$ cat src/rtl/strided_read_channel.sv
// Strided read DMA channel: issues base+k*stride reads, buffers data in a FWFT FIFO.
// Optional STRELA_READ_STALL_COUNT_EN adds a saturating stall_cycles_o counter.
module strided_read_channel #(
  parameter int FIFO_DEPTH = 4
) (
  input  logic        clk_i,
  input  logic        rst_ni,
  input  logic        start_i,
  input  logic        clear_i,
  input  logic [31:0] base_addr_i,
  input  logic [15:0] size_i,
  input  logic [15:0] stride_i,
  output logic [31:0] ar_addr_o,
  output logic        ar_valid_o,
  input  logic        ar_ready_i,
  input  logic [31:0] r_data_i,
  input  logic        r_valid_i,
  output logic        r_ready_o,
  output logic [31:0] data_o,
  output logic        data_valid_o,
  input  logic        data_ready_i,
  output logic        busy_o,
  output logic        done_o,
  output logic        stall_o
`ifdef STRELA_READ_STALL_COUNT_EN
  ,
  output logic [31:0] stall_cycles_o
`endif
);

  typedef enum logic [1:0] {IDLE, RUN, FLUSH, DONE} state_e;

  localparam int PW = $clog2(FIFO_DEPTH);
  localparam int CW = PW + 1;

  state_e          state_q;
  logic [31:0]     addr_q;
  logic [15:0]     size_q;
  logic [15:0]     stride_q;
  logic [15:0]     issued_q;
  logic [15:0]     consumed_q;
  logic [15:0]     consumed_d;
  logic [CW-1:0]   outst_q;
  logic [CW-1:0]   outst_d;
  logic [CW-1:0]   count_q;
  logic [PW-1:0]   wptr_q;
  logic [PW-1:0]   rptr_q;
  logic [31:0]     mem_q [FIFO_DEPTH];

  logic run;
  logic flush;
  logic pending;
  logic credit_ok;
  logic ar_fire;
  logic r_fire;
  logic push;
  logic pop;
  logic start_ok;

  // Handshakes, credit check and output decode from registered state
  always_comb begin
    run          = state_q == RUN;
    flush        = state_q == FLUSH;
    pending      = issued_q < size_q;
    credit_ok    = ((CW+1)'(outst_q) + (CW+1)'(count_q))
                   < (CW+1)'(FIFO_DEPTH);
    ar_valid_o   = run && pending && credit_ok;
    stall_o      = run && pending && !credit_ok;
    r_ready_o    = run || flush;
    ar_addr_o    = addr_q;
    data_valid_o = count_q != '0;
    data_o       = mem_q[rptr_q];
    busy_o       = run || flush;
    done_o       = state_q == DONE;
    ar_fire      = ar_valid_o && ar_ready_i;
    r_fire       = r_ready_o && r_valid_i;
    push         = r_fire && run && !clear_i;
    pop          = data_valid_o && data_ready_i && !clear_i;
    outst_d      = outst_q + CW'(ar_fire) - CW'(r_fire);
    consumed_d   = consumed_q + 16'(pop);
    start_ok     = start_i && !clear_i &&
                   (state_q == IDLE || state_q == DONE);
  end

  // Control FSM, address generator and transfer counters
  always_ff @(posedge clk_i or negedge rst_ni) begin
    if (!rst_ni) begin
      state_q    <= IDLE;
      addr_q     <= '0;
      size_q     <= '0;
      stride_q   <= '0;
      issued_q   <= '0;
      consumed_q <= '0;
      outst_q    <= '0;
    end else if (clear_i) begin
      issued_q   <= '0;
      consumed_q <= '0;
      outst_q    <= outst_d;
      state_q    <= (outst_d != '0) ? FLUSH : IDLE;
    end else begin
      outst_q <= outst_d;
      unique case (state_q)
        IDLE, DONE: begin
          if (start_ok) begin
            addr_q     <= base_addr_i;
            size_q     <= size_i;
            stride_q   <= stride_i;
            issued_q   <= '0;
            consumed_q <= '0;
            state_q    <= (size_i == '0) ? DONE : RUN;
          end
        end
        RUN: begin
          if (ar_fire) begin
            issued_q <= issued_q + 16'd1;
            addr_q   <= addr_q + {16'h0, stride_q};
          end
          consumed_q <= consumed_d;
          if (consumed_d == size_q) state_q <= DONE;
        end
        FLUSH: begin
          if (outst_d == '0) state_q <= IDLE;
        end
        default: state_q <= IDLE;
      endcase
    end
  end

  // First-word-fall-through response buffer
  always_ff @(posedge clk_i or negedge rst_ni) begin
    if (!rst_ni) begin
      for (int i = 0; i < FIFO_DEPTH; i++) mem_q[i] <= '0;
      wptr_q  <= '0;
      rptr_q  <= '0;
      count_q <= '0;
    end else if (clear_i) begin
      wptr_q  <= '0;
      rptr_q  <= '0;
      count_q <= '0;
    end else begin
      if (push) begin
        mem_q[wptr_q] <= r_data_i;
        wptr_q        <= wptr_q + PW'(1);
      end
      if (pop) rptr_q <= rptr_q + PW'(1);
      count_q <= count_q + CW'(push) - CW'(pop);
    end
  end

`ifdef STRELA_READ_STALL_COUNT_EN
  logic [31:0] stall_cnt_q;

  // Saturating count of credit-stalled cycles
  always_ff @(posedge clk_i or negedge rst_ni) begin
    if (!rst_ni) begin
      stall_cnt_q <= '0;
    end else if (clear_i || start_ok) begin
      stall_cnt_q <= '0;
    end else if (stall_o && stall_cnt_q != '1) begin
      stall_cnt_q <= stall_cnt_q + 32'd1;
    end
  end

  assign stall_cycles_o = stall_cnt_q;
`endif

endmodule

$ cat config.mk
export PLATFORM = sky130hd
export DESIGN_NAME = strided_read_channel
export DESIGN_NICKNAME = d
export VERILOG_FILES = /design/src/rtl/strided_read_channel.sv
export SDC_FILE = /design/constraint.sdc
export NUM_CORES = 1
export LEC_CHECK = 0
export ABC_AREA = 1
export BUFFER_PORTS_ARGS = -buffer_cell sky130_fd_sc_hd__buf_4
export CORE_MARGIN = 5
export CORE_UTILIZATION = 34
export CTS_CLUSTER_DIAMETER = 30
export DETAILED_ROUTE_END_ITERATION = 12
export GPL_TIMING_DRIVEN = 1
export PLACE_DENSITY = 0.53
export SKIP_CTS_REPAIR_TIMING = 1
export SYNTH_ARGS = -nofsm -noshare
export SYNTH_HDL_FRONTEND = slang
export SYNTH_SLANG_ARGS = --single-unit
$ cat constraint.sdc
create_clock -name clk_i -period 3.26 [get_ports clk_i]
set_input_delay 0.652 -clock clk_i [delete_from_list [all_inputs] [get_ports clk_i]]
set_output_delay 0.652 -clock clk_i [all_outputs]
set_load 0.01 [all_outputs]
* Word-level counts from Yosys, hierarchy flattened
Cells that the tools add are included.
** Storage, ports and cells
- Output and inout port bits :: 70
- Input bits :: 103
- Register bits after elaboration :: 236
- Word-level logic and storage cells :: 101
** Cells by class
- $add $sub $neg :: 10
- Multiplexer cells :: 27
- Order comparisons :: 5
- Reductions and logical operators :: 32
- Bitwise operators :: 3
- Equal/unequal tests :: 10
** Operators with widths (count)
- 2-to-1 mux 32 bit :: 5
- bitwise mux 128 bit :: 1
- binary-select mux 32 bit (select 2 bit) :: 1
- demux 32 bit (select 2 bit) :: 1
- 2-to-1 mux 16 bit :: 4
- case mux 16 bit (2 select lines) :: 2
- case mux 32 bit (2 select lines) :: 1
- adder 32 x 16 -> 32 bit :: 1
- 2-to-1 mux 2 bit :: 10
- adder 16 x 1 -> 16 bit :: 1
- adder 16 x 1 -> 16 bit (second input constant) :: 1
- equality test 16 bit :: 1
- zero test 16 bit :: 1
- < comparator 16 bit :: 1
- logical AND 1 bit :: 12
- != test 3 x 2 -> 1 bit (second input constant) :: 3
- AND reduction 3 bit :: 3
- nonzero test 3 bit :: 3
- adder 3 x 1 -> 3 bit :: 2
- greater-or-equal comparator 3 bit (second input constant) :: 2
- inverter 2 -> 3 bit :: 2
- case mux 2 bit (3 select lines) :: 1
- nonzero test 2 bit :: 3
- subtractor 3 x 1 -> 3 bit :: 2
- other kinds (18) :: 23

* Logic depth before layout (Yosys ltp)
- Depth after elaboration :: 10
- Depth in mapped cells :: 22
- Mapped depth without buffers :: 22

* Worst setup path after synthesis
No wires, ideal clock.
- Path kind :: register -> register
- Start :: reg outst_q[2]
- End :: reg state_q[1]
- Required time :: 3143 ps
- Clock period less this slack :: 3452 ps
- Cell stages (with the launch flop) :: 19
- Slack :: -192 ps
- Path buffers :: 0
- Setup time :: 117 ps
- Data arrival time :: 3336 ps
- Cells stage by stage :: dfrtp_1 -> ha_1 -> or3_4 -> a31oi_4 -> nand4_4 -> nor2_1 -> inv_1 -> ha_1 -> inv_1 -> ha_1 -> inv_1 -> fa_1 -> xor2_1 -> xnor2_1 -> nand2_1 -> a31oi_1 -> nand2_1 -> nand2_1 -> nand2_1
** On the way
- Longest elaborated chain between the ends :: 9
- Elaborated cells between the ends (all ways) :: 12
- Classes of those cells :: 3 x add/sub; 1 x order compare; 1 x eq/ne; 2 x mux; 5 x reduce/logical
** RTL lines
- from (decl) :: RTL line 43 : logic [CW-1:0] outst_q;
- from (signal assigned) :: RTL line 98 : outst_q <= outst_d;
- from (signal assigned) :: RTL line 101 : outst_q <= outst_d;
- adder 3 x 3 -> 4 bit :: RTL line 65 : credit_ok = ((CW+1)'(outst_q) + (CW+1)'(count_q))
- < comparator 4 x 3 -> 1 bit :: RTL line 66 : < (CW+1)'(FIFO_DEPTH);
- logical AND 1 bit :: RTL line 67 : ar_valid_o = run && pending && credit_ok;
- logical AND 1 bit :: RTL line 75 : ar_fire = ar_valid_o && ar_ready_i;
- adder 3 x 1 -> 3 bit (*) :: RTL line 79 : outst_d = outst_q + CW'(ar_fire) - CW'(r_fire);
- subtractor 3 x 1 -> 3 bit (*) :: RTL line 79
- zero test 3 bit or nonzero test 3 bit (tied branches) :: RTL line 122, 99
- != test 3 x 2 -> 1 bit (no source line) or 2-to-1 mux 2 bit (tied branches)
- AND reduction 3 bit (no source line) or 2-to-1 mux 2 bit (tied branches)
- to (signal assigned) :: RTL line 99 : state_q <= (outst_d != '0) ? FLUSH : IDLE;
- to (signal assigned) :: RTL line 110 : state_q <= (size_i == '0) ? DONE : RUN;
- to (decl) :: RTL line 36 : state_e state_q;
Every way passes the cells marked *; elsewhere a longest branch is shown, timed or not.
A chain may end at the register's enable or synchronous reset.

* Worst setup path after layout
Ends and elaborated chain as after synthesis.

==> results.md <==
Power:
- The share of total power dissipated in the clock network is 0.392.
- The analysis attributes to cell leakage a power of 8.95 nW.
- The analysis attributes to net switching a power of 6.26 mW.
- The worst-case IR drop observed on VDD is 692 uV.
- The fraction of power consumed by sequential logic is 0.246.
- The total power divided by cell area is 967 nW/um2.
- The internal power component is 10.9 mW.
- Of the total power, the share spent switching nets is 0.365.
- The share of total power in combinational logic is 0.362.

Critical path:
- For the worst setup path, the data required time is 3.71 ns.
- STA puts the critical path data arrival time at 3.69 ns.
- The reg-to-reg critical path endpoint is state_q[1].
- The critical path endpoint category is a flop.
- The cell type group with the largest total delay on the critical path is adder cells.
- The cell with the biggest individual delay on the critical path is sky130_fd_sc_hd__dfrtp_1.
- The startpoint type of the worst setup path is a flop.
- For this run, the slowest stage of the critical path takes 0.38 ns.
- The number of cells on the worst reg-to-reg path is 18.
- The largest driver fanout on the critical path is 3.
- The number of cells on the critical path is 18.
- The worst path buffer plus inverter count is 3.
- The startpoint identified for the worst register-to-register timing path is outst_q[2].
- The worst setup path is of the reg -> reg kind.
- The worst register-to-register path has a setup slack of 0.02 ns.
- Traced cell by cell, the critical path runs through ha_1 -> or3_4 -> a31oi_4 -> nand4_4 -> nor2_4 -> inv_2 -> ha_4 -> inv_2 -> ha_4 -> inv_2 -> fa_2 -> xor2_2 -> xnor2_1 -> nand2_1 -> a31oi_4 -> nand2_2 -> nand2_1 -> nand2_1.

Timing:
- The worst hold slack across all endpoints is 0.0596 ns.
- Setup repair after global routing could not meet its margin everywhere.
- The final hold violation count is 0.
- The number of setup violations in the final report is 0.
- The shortest clock period the worst path allows after layout is 3.24 ns.
- For this run, the top clock speed supported by timing is 309 MHz.
- The normalized max-slew margin is 0.525.
- The post-route clock period utilization is 0.994.
- The transition time of the tightest slew-check pin is 0.711 ns.
- The final number of max-transition violations came to 0.
- In the post-route analysis, the smallest setup slack over all paths is 0.0193 ns.
- The final clock skew is 0.0120 ns.

Routing:
- The number of remaining DRC errors is 0.
- The routed design has 40000 um of wire.
- The routed layout has 12300 vias.
- Using the TritonRoute via totals, the vias-per-cell ratio works out to 4.86.
- The remaining antenna violation count is 0.
- The violation count after the first detailed-route iteration is 607.
- The routed wire length per instance is 15.8 um.
- The first detailed-routing pass took 5 iterations.

Clocking:
- Clock tree synthesis found a total of 236 sinks.
- At the later pin of the worst-skew pair, clock insertion delay measures 0.56 ns.
- Counting along the longest clock path gives a buffer depth of 3.
- Clock-pin slew was measured on the worst setup and hold paths at 0.04 ns.
- The number of clock buffers added by TritonCTS is 72.
- The number of levels in the clock H-tree is 3.
- TritonCTS built the clock tree.
- The master cell of the clock root buffer is sky130_fd_sc_hd__clkbuf_16.

Global routing:
- Entering global routing, the biggest net connects 73 pins.
- The via count of the first global-routing pass is 12400.
- In the global route stage, overall resource usage came out at 0.189.
- The sum of overflow across all layers after global routing is 0.
- The first global-routing pass estimated 64800 um of wire.
- The number of antenna violations at the first check in global routing is 2.

Synth:
- After synthesis, the cell types taking the most area are sky130_fd_sc_hd__dfrtp_1 45%, sky130_fd_sc_hd__nand2_1 14%, sky130_fd_sc_hd__o21ai_0 9.1%.
- After technology mapping, the gate count stands at 1730.
- The number of flops mapped to enable cells by yosys is 0.
- The netlist area before placement is 13100 um2.
- The average cell area after synthesis is 7.57 um2.
- The sequential element share of the synthesized area is 0.451.
- The share of synthesized area in the top cell type comes to 0.451.
- The proportion of synthesized flip-flops having asynchronous set or reset is 1.00.
- Summed over all instances, the cell type with the most area after synthesis is sky130_fd_sc_hd__dfrtp_1.
- After synthesis, the netlist uses 45 different library cells.
- The most instantiated flip-flop cell in the synthesis netlist is sky130_fd_sc_hd__dfrtp_1.
- Counting flops and latches in the post-synthesis netlist gives 236.
- The number of nets produced by synthesis is 1884.
- For this run, the number of Yosys warnings is 0.

Outcome:
- The run finished with clean final reports.

Flow run:
- The number of max-capacitance violations reported is 0.

Layout:
- The commonest non-fill, non-tap cell in the layout is sky130_fd_sc_hd__nand2_1.
- The layout cell share with drive strength beyond 1 is 0.201.
- The number of antenna diodes in the final layout is 0.
- At the end of the flow, the number of nets in the layout was 2117.
- Relative to the synthesized area, the layout overhead comes to 35.5%.
- Once layout is complete, the utilization of the core stands at 0.469.
- The final standard cell count with taps included and fillers excluded is 2532.
- Fill cells in the final layout number 3831.
- Leaving out fill and tap cells, the most frequent cells in the layout are 496 x sky130_fd_sc_hd__nand2_1, 236 x sky130_fd_sc_hd__o21ai_0, 235 x sky130_fd_sc_hd__dfrtp_1.
- The finished layout cell area is 17700 um2.

Floorplanning:
- For this configuration, the core starts out at a cell density of 0.346.
- The number of rows created at floorplan is 71.
- Measured along the y axis, the die boundary spans 206 um.
- The die outline area is 42500 um2.
- In this run the horizontal extent of the chip is 206 um.
- The number of placed I/O pins is 173.
- The core region is 37800 um2.

Placement:
- The number of I/O port buffers is 172.
- The area after detailed placement is 15300 um2.
- The pre-CTS setup slack is -0.0407 ns.
- The routability congestion estimate from global placement is 0.893.
- In this run, placement finished with an instance count of 2399.
- The HPWL after detailed placement is 27000 um.

Hold path:
- The path category of the worst min-delay check is in -> async.
## stage by stage
stage | TNS [ns] | total power, mW
floorplan | 0 | 7.90
global placement | 0 | 10.3
detailed placement | -0.0755 | 10.4
CTS | -0.0892 | 17.3
global route | -0.314 | 18.4
finish | 0 | 17.2
## layout make-up
cell class              instances  area (um2)  area share
clock buffers                 105        2110       0.119
clock inverters                27         284      0.0160
inverters                     159         597      0.0336
multi-input cells            1262        6380       0.360
flip-flops and latches        236        5910       0.333
well taps                     511         639      0.0360
repair buffers                232        1820       0.103
## power by group through the flow
| stage | clock [mW] | sequential [mW] | combinational [mW] |
|---|---|---|---|
| final | 6.72 | 4.23 | 6.22 |
| after floorplan | 0 | 4.19 | 3.72 |
| after global placement | 0 | 4.24 | 6.09 |
| after CTS | 6.86 | 4.23 | 6.20 |
| after global routing | 7.03 | 4.33 | 7.03 |
| after detailed placement | 0 | 4.26 | 6.15 |
## kinds of logic after synthesis
family,share of synthesized area
buffers and inverters,0.0686
xor gates and xnor gates,0.00803
DFF,0.451
adders and majority gates,0.0505
muxes,0.0129
and+or+nand+nor,0.264
AOI/OAI and AO/OA,0.144
## flip-flops by register name, indices dropped and copies added (netlist names)
register / count
ar_addr_o: 32
consumed_q: 16
count_q: 3
issued_q: 16
mem_q: 128
outst_q: 3
rptr_q: 2
size_q: 16
state_q: 2
stride_q: 16
wptr_q: 2
## cells in the mapped netlist (2+ instances only)
cell type                    n
sky130_fd_sc_hd__buf_2      10
sky130_fd_sc_hd__nor4_1      6
sky130_fd_sc_hd__ha_1       48
sky130_fd_sc_hd__fa_1        3
sky130_fd_sc_hd__o21ai_0   238
sky130_fd_sc_hd__xnor2_1     2
sky130_fd_sc_hd__nor3_2      2
sky130_fd_sc_hd__o21ai_4     2
sky130_fd_sc_hd__o21ai_1     2
sky130_fd_sc_hd__a21oi_1    55
sky130_fd_sc_hd__a31oi_1     2
sky130_fd_sc_hd__clkinv_1    2
sky130_fd_sc_hd__buf_1       3
sky130_fd_sc_hd__inv_1     156
sky130_fd_sc_hd__and2_1      2
sky130_fd_sc_hd__nand4_1    23
sky130_fd_sc_hd__xor2_1     10
sky130_fd_sc_hd__nor3_1     15
sky130_fd_sc_hd__clkbuf_1   57
sky130_fd_sc_hd__nand2_2     2
sky130_fd_sc_hd__nor2_2      4
sky130_fd_sc_hd__dfrtp_1   236
sky130_fd_sc_hd__mux2_2     15
sky130_fd_sc_hd__o21bai_1    4
sky130_fd_sc_hd__nand3_1   109
sky130_fd_sc_hd__o22ai_1    44
sky130_fd_sc_hd__buf_4       2
sky130_fd_sc_hd__or2_2       3
sky130_fd_sc_hd__nand2_1   504
sky130_fd_sc_hd__nand3b_1    6
sky130_fd_sc_hd__nor2_1    149
## per-layer routing
layer	part of all wire	wire, um	vias up	track usage
li1	-	-	6204	-
met1	0.46	18300	5714	0.252
met2	0.46	18300	313	0.304
met3	0.062	2490	73	0.0453
met4	0.024	952	4	0.0649
met5	0.00067	27	-	0
## how the worst max path moves through the flow
stage                     startpoint         end  slack [ns]
after floorplan           outst_q[2]  state_q[1]        0.03
after global routing      outst_q[2]  state_q[1]       -0.17
final                     outst_q[2]  state_q[1]        0.02
after detailed placement  size_q[11]  state_q[1]       -0.04
after global placement    size_q[11]  state_q[1]       0.003
after CTS                 size_q[11]  state_q[1]       -0.05
(Power assumes the default switching activity.)
